## src/rtl/mb_tx_if.sv

```systemverilog
`default_nettype none
// ============================================================================
//  Module      : mb_tx_if
//  Description : Adapter-side flit handshake for the mainband transmitter.
//                master  - adapter side: drives valid_i/data_i, sees ready_o
//                slave   - mb_tx side:   sees valid_i/data_i, drives ready_o
//                valid_i  1    flit valid
//                data_i   512  flit, byte n = data_i[8n+7:8n]
//                ready_o  1    transmitter FIFO can accept a flit
//  Revision    : 1.0 - initial release
// ============================================================================
interface mb_tx_if;
    logic         valid_i;
    logic [511:0] data_i;
    logic         ready_o;

    modport master (output valid_i, output data_i, input  ready_o);
    modport slave  (input  valid_i, input  data_i, output ready_o);
endinterface
`default_nettype wire

```

## src/rtl/mb_tx.sv

```systemverilog
`default_nettype none
// ============================================================================
//  Module      : mb_tx
//  Description : UCIe mainband transmit serializer. Buffers 64-byte flits in
//                a FIFO and serializes each over 16 lanes in 32 UIs (one UI
//                per clk), with the 11110000 valid framing per 8-UI chunk and
//                the forwarded-clock enable.
//  Ports       : clk           UI-rate clock
//                reset         synchronous, active-high reset
//                bus           flit handshake (valid_i, data_i, ready_o)
//                dataPins_o    16 mainband data lanes
//                valid_oPin    mainband valid lane
//                clk_en_o      forwarded clock enable for the current UI
//                busy_o        serializing or FIFO non-empty
//                flits_sent_o  fully transmitted flits, wraps at 16 bits
//  Revision    : 1.0 - initial release
// ============================================================================
module mb_tx #(
    parameter int FLIT_BUFFER_SIZE = 4   // power of 2, >= 2
) (
    input  wire         clk,
    input  wire         reset,
    mb_tx_if.slave      bus,
    output logic [15:0] dataPins_o,
    output logic        valid_oPin,
    output logic        clk_en_o,
    output logic        busy_o,
    output logic [15:0] flits_sent_o
);

    localparam int                 c_ptr_w = $clog2(FLIT_BUFFER_SIZE);
    localparam int                 c_cnt_w = c_ptr_w + 1;
    localparam logic [c_ptr_w-1:0] c_ptr_one = c_ptr_w'(1);
    localparam logic [c_cnt_w-1:0] c_cnt_one = c_cnt_w'(1);
    localparam logic [c_cnt_w-1:0] c_depth   = c_cnt_w'(FLIT_BUFFER_SIZE);

    typedef enum logic [0:0] {
        ST_IDLE = 1'b0,
        ST_SEND = 1'b1
    } state_t;

    logic [511:0]        r_fifo [FLIT_BUFFER_SIZE];
    logic [c_ptr_w-1:0]  r_wr_ptr;
    logic [c_ptr_w-1:0]  r_rd_ptr;
    logic [c_cnt_w-1:0]  r_count;
    logic                r_out_of_reset;
    state_t              r_state;
    logic [4:0]          r_ui;
    logic [511:0]        r_flit;
    logic [15:0]         r_pins;
    logic                r_valid;
    logic                r_clk_en;
    logic                r_busy;
    logic [15:0]         r_flits_sent;

    logic                w_push;
    logic                w_pop;
    logic                w_last_ui;
    logic                w_send_next;
    logic [c_cnt_w-1:0]  w_count_next;
    logic [4:0]          w_ui_inc;

    // Lane j at UI ui carries bit ui[2:0] of byte 16*ui[4:3]+j, whose flat
    // bit index 128*c + 8*j + b is just the concatenation {c, j, b}.
    function automatic logic [15:0] ui_bits(input logic [511:0] flit,
                                            input logic [4:0]   ui);
        logic [15:0] bits;
        bits = '0;
        for (int j = 0; j < 16; j++) begin
            bits[j] = flit[{ui[4:3], 4'(j), ui[2:0]}];
        end
        return bits;
    endfunction

    // ready is held low until the first edge after reset releases.
    assign bus.ready_o = r_out_of_reset && (r_count != c_depth);

    always_comb begin
        w_push       = bus.valid_i && bus.ready_o;
        w_last_ui    = (r_state == ST_SEND) && (r_ui == 5'd31);
        w_pop        = (r_count != '0) && ((r_state == ST_IDLE) || w_last_ui);
        w_send_next  = w_pop || ((r_state == ST_SEND) && !w_last_ui);
        w_count_next = r_count;
        if (w_push) w_count_next = w_count_next + c_cnt_one;
        if (w_pop)  w_count_next = w_count_next - c_cnt_one;
        w_ui_inc     = r_ui + 5'd1;
    end

    // Storage needs no reset; occupancy is tracked by the pointers/count.
    always_ff @(posedge clk) begin
        if (w_push) r_fifo[r_wr_ptr] <= bus.data_i;
    end

    always_ff @(posedge clk) begin
        if (reset) begin
            r_wr_ptr       <= '0;
            r_rd_ptr       <= '0;
            r_count        <= '0;
            r_out_of_reset <= 1'b0;
            r_state        <= ST_IDLE;
            r_ui           <= '0;
            r_flit         <= '0;
            r_pins         <= '0;
            r_valid        <= 1'b0;
            r_clk_en       <= 1'b0;
            r_busy         <= 1'b0;
            r_flits_sent   <= '0;
        end else begin
            r_out_of_reset <= 1'b1;
            r_count        <= w_count_next;
            r_busy         <= w_send_next || (w_count_next != '0);
            if (w_push)    r_wr_ptr     <= r_wr_ptr + c_ptr_one;
            if (w_pop)     r_rd_ptr     <= r_rd_ptr + c_ptr_one;
            if (w_last_ui) r_flits_sent <= r_flits_sent + 16'd1;

            if (w_pop) begin
                // Drive UI 0 of the new flit directly from the FIFO head so
                // back-to-back flits leave no gap on the pins.
                r_state  <= ST_SEND;
                r_flit   <= r_fifo[r_rd_ptr];
                r_ui     <= 5'd0;
                r_pins   <= ui_bits(r_fifo[r_rd_ptr], 5'd0);
                r_valid  <= 1'b1;
                r_clk_en <= 1'b1;
            end else if ((r_state == ST_SEND) && !w_last_ui) begin
                r_ui     <= w_ui_inc;
                r_pins   <= ui_bits(r_flit, w_ui_inc);
                r_valid  <= !w_ui_inc[2];
                r_clk_en <= 1'b1;
            end else begin
                r_state  <= ST_IDLE;
                r_pins   <= '0;
                r_valid  <= 1'b0;
                r_clk_en <= 1'b0;
            end
        end
    end

    assign dataPins_o   = r_pins;
    assign valid_oPin   = r_valid;
    assign clk_en_o     = r_clk_en;
    assign busy_o       = r_busy;
    assign flits_sent_o = r_flits_sent;

endmodule
`default_nettype wire

```

## src/flat_wrapper.sv

```systemverilog
// flat-port wrapper written by rule: the top's interface ports become plain ports
module mb_tx_flat 
#(
    parameter int FLIT_BUFFER_SIZE = 4                      
)
  (clk, reset, dataPins_o, valid_oPin, clk_en_o, busy_o, flits_sent_o, bus_valid_i, bus_data_i, bus_ready_o);
  mb_tx_if bus_i ();
  input  wire clk;
  input  wire reset;
  output logic [15:0] dataPins_o;
  output logic valid_oPin;
  output logic clk_en_o;
  output logic busy_o;
  output logic [15:0] flits_sent_o;
  input wire logic [$bits(bus_i.valid_i)-1:0] bus_valid_i;
  input wire logic [$bits(bus_i.data_i)-1:0] bus_data_i;
  output wire logic [$bits(bus_i.ready_o)-1:0] bus_ready_o;
  assign bus_i.valid_i = bus_valid_i;
  assign bus_i.data_i = bus_data_i;
  assign bus_ready_o = bus_i.ready_o;
  mb_tx #(.FLIT_BUFFER_SIZE(FLIT_BUFFER_SIZE)) u_core (.clk(clk), .reset(reset), .bus(bus_i), .dataPins_o(dataPins_o), .valid_oPin(valid_oPin), .clk_en_o(clk_en_o), .busy_o(busy_o), .flits_sent_o(flits_sent_o));
endmodule
```

## config.mk

```make
export PLATFORM = sky130hd
export DESIGN_NAME = mb_tx_flat
export DESIGN_NICKNAME = d
export VERILOG_FILES = /design/src/rtl/mb_tx_if.sv /design/src/rtl/mb_tx.sv /design/src/flat_wrapper.sv
export SDC_FILE = /design/constraint.sdc
export NUM_CORES = 2
export LEC_CHECK = 0
export ABC_CLOCK_PERIOD_IN_PS = 19300
export CAP_MARGIN = 20
export CORE_ASPECT_RATIO = 1.4
export CORE_MARGIN = 8
export CORE_UTILIZATION = 31
export DETAILED_ROUTE_END_ITERATION = 12
export GPL_TIMING_DRIVEN = 1
export HOLD_SLACK_MARGIN = 0.15
export PLACE_DENSITY = 0.47
export SLEW_MARGIN = 0
export SYNTH_ARGS = -nofsm -noshare
export SYNTH_HDL_FRONTEND = slang
export SYNTH_SLANG_ARGS = --single-unit
```

## constraint.sdc

```tcl
create_clock -name clk -period 19.3 [get_ports clk]
set_input_delay 5.79 -clock clk [delete_from_list [all_inputs] [get_ports clk]]
set_output_delay 5.79 -clock clk [all_outputs]
set_load 0.1 [all_outputs]
```

==> metrics.txt <==
run status complete, no violations; syn avg cell area approximately 18 sq um; slack of the critical path between 10 and 15 ns; HP Class reg2reg; Post-CTS Setup Bufs 0; die width 489 um; reg2reg setup slack between 10 and 15 ns; Startpoint Class input port; routed wire length ~280000 um; placed wire-length estimate approximately 170000 um; Max FO, Critical Path 54; FF+latch count, synth 2611; leakage ~36 nW; Setup CP Type in2reg; fin. max-slew vios 0; Chip Height roughly 680 um; cell count of the worst hold path 2; cells after synthesis ~5500; Hold Path End u_core.r_flit[270]; port bufs 550; Post-synth EDFFs roughly 2000; Post-synth top flop edfxtp_1; area grow syn2layout 19.8%; Final #Nets about 6600; post-synth cell types between 40 and 50; maximum vdd drop about 0.00015 V; multi-input logic area approximately 23000 sq um; sequential area share after synthesis around 75%; Vias/cell 4.84; num ports 551; initial antenna violation count between 100 and 150; Pre-antenna DRT Iters 5; minimum clock period after layout ~9.0 ns; # DRC 0; Final ANT Viol Nets 0; register area about 73000 sq um; grt ovf 0; RSZ-0062 raised after global routing no; PwrDens around 140 nW/um^2; share of cells above drive strength 1 between 15 and 20%; Post-Synthesis Cell Area between 90000 and 100000 sq um; via count 50800; Setup crit end kind flop; number of CTS-inserted buffers ~270; Yosys Warn Count 0; routed len/inst 26.6 um; Final period util 46.8%; # setup viols final 0; TritonCTS clock tree done; Iteration-0 DRC Markers ~3300; Arr. time, crit path 9.46 ns; largest net degree at the start of global routing between 150 and 200; Reg clk slew, reported paths ~0.06 ns; Fin Setup TNS 0 ns; asr flop ratio synth 0%; post-place setup slack 9.32 ns; reg-to-reg endpoint u_core.r_fifo[3][89]; final hold slack ~0.45 ns; Starting Density between 30% and 40%; CTS sink cnt around 2600; Max Fclk about 110 MHz; worst-margin pin slew ~1.4 ns; fillers roughly 30000; gpl congestion about 0.73; Clk Tree Root Cell clkbuf_16; r2r startpoint u_core.r_count[0]; Max-Cap Viols 0; Worst Path Required approximately 20 ns; core area approximately 310000 sq um; # resized after CTS 0; clk_skew 0.0464 ns; Rows approximately 240; Max Buffers Root-to-Sink 4; H-tree depth 5; hold violation count in the final report 0; first-pass GRT wire length just under 400000 um; GRT Total Usage 16.3%; Worst Hold Launch u_core.r_flit[270]; worst r2r path cells 7; Die ar. between 300000 and 400000 sq um; worst rel slew slack roughly 4.6%; Mapped Nets between 5000 and 6000; vias in the first global route ~53000; Worst setup startpoint bus_valid_i; hold buffers post-CTS 0; worst-skew pair later-pin latency a little over 0.8 ns
placed cells by master (no fill, tap or decap), types with 3 or more instances in the layout:
cell                n
xnor2_1            11
nor2_4              8
nand3_1             8
edfxtp_1         2048
and2_1              3
a22oi_1            44
a21oi_1           518
ha_1                9
dfxtp_4             3
diode_2            51
dfxtp_1           560
clkinv_1           28
inv_1               9
nor3_1              6
clkbuf_1           83
xor2_1             10
clkbuf_16         287
a31oi_1            15
bufinv_16          18
clkinvlp_4          9
nand2_1          1091
a32oi_1            14
inv_6               7
and3_4              4
nor2_1             29
a21o_1              6
buf_12             13
clkbuf_8           27
clkdlybuf4s50_1   546
clkinv_2           31
mux4_2            608
and3_1              4
or3_1               3
buf_4              74
mux2i_1            65
a22o_1             20
clkinv_8            4
o21ai_0            14
area by class of cell:
class | count | area share (%)
multi-input cells | 2512 | 19.6
clock inverters | 99 | 0.876
repair buffers | 635 | 5.44
diodes | 51 | 0.110
clock buffers | 397 | 6.77
inverters | 9 | 0.0291
flip-flops and latches | 2611 | 62.7
well taps | 4165 | 4.49
cells by family (layout without fill, tap and decap cells):
kind of cell	after synthesis	after routing	share of synthesized area, %
flip-flops	2611	2611	75.1
AND/OR/NAND/NOR	1166	1166	4.62
multiplexers	673	673	14.8
AO/OA/AOI/OAI	638	638	3.61
buffers and inverters	342	1140	1.55
XOR/XNOR	25	25	0.241
adder cells (fa/ha/maj)	10	10	0.129
other	0	51	0
critical path, stage by stage:
cell and delay [ns]:
clkdlybuf4s50_1 0.56, and3_4 0.72, buf_4 0.82, buf_4 0.71
buf_4 0.68
sequential cells by signal (all words and copies together), names as in the netlist, named ones only:
register	count
u_core.dataPins_o	16
u_core.flits_sent_o	16
u_core.clk_en_o	1
u_core.r_state	1
u_core.r_count	3
u_core.r_fifo	2048
u_core.r_flit	512
u_core.r_out_of_reset	1
u_core.r_ui	5
u_core.r_rd_ptr	2
u_core.r_wr_ptr	2
u_core.busy_o	1
u_core.valid_oPin	1
metrics by stage:
| step | cell area, sq um | power [mW] | instances | utilization [%] |
|---|---|---|---|---|
| 4_1_cts | 116000 | 16.5 | 10400 | 37.2 |
| 6_report | 116000 | 16.2 | 10500 | 37.2 |
| 3_3_place_gp | 107000 | 11.1 | 9931 | 34.3 |
| 5_1_grt | 116000 | 16.9 | 10400 | 37.2 |
| 2_1_floorplan | 97000 | 9.81 | 5465 | - |
| 3_5_place_dp | 107000 | 11.2 | 9931 | 34.3 |
report_power, final:
group          leakage [nW]  switching (mW)  internal, mW
Clock                  4.32            2.17          3.08
Combinational          8.65            2.39          1.57
Sequential             23.2           0.289          6.65
cell usage after synthesis, drive strengths merged, types with 6 or more instances:
| library cell | count | area share (%) |
|---|---|---|
| ha | 10 | 0.13 |
| xor2 | 12 | 0.12 |
| a32oi | 14 | 0.13 |
| buf | 131 | 0.74 |
| xnor2 | 13 | 0.13 |
| edfxtp | 2048 | 63 |
| a21o | 6 | 0.046 |
| nor2 | 38 | 0.17 |
| a21oi | 519 | 2.7 |
| a22oi | 45 | 0.35 |
| nand3 | 9 | 0.052 |
| and3 | 8 | 0.052 |
| inv | 9 | 0.035 |
| nand2 | 1092 | 4.2 |
| a22o | 20 | 0.18 |
| dfxtp | 563 | 12 |
| a31oi | 15 | 0.097 |
| mux2i | 65 | 0.67 |
| mux4 | 608 | 14 |
| clkbuf | 202 | 0.78 |
| nor3 | 8 | 0.041 |
| o21ai | 14 | 0.072 |
per-layer routing:
metal	vias to the layer above	track usage, %	wire [um]
met5	-	0	466
met4	72	5.10	7400
met3	462	4.41	19200
met2	1299	27.7	139000
met1	26500	20.3	112000
li1	22400	-	-
worst max path at each step:
stage	end	slack [ns]	cells past startpoint
finish	u_core.r_fifo[3][89]	10.27	5
global route	u_core.r_fifo[3][353]	10.15	5
CTS	u_core.r_fifo[3][349]	10.23	5
detailed placement	u_core.r_fifo[3][355]	9.32	5
global placement	u_core.r_fifo[3][94]	9.34	5
floorplan	u_core.r_fifo[0][0]	0.96	1
(Power assumes the default switching activity.)
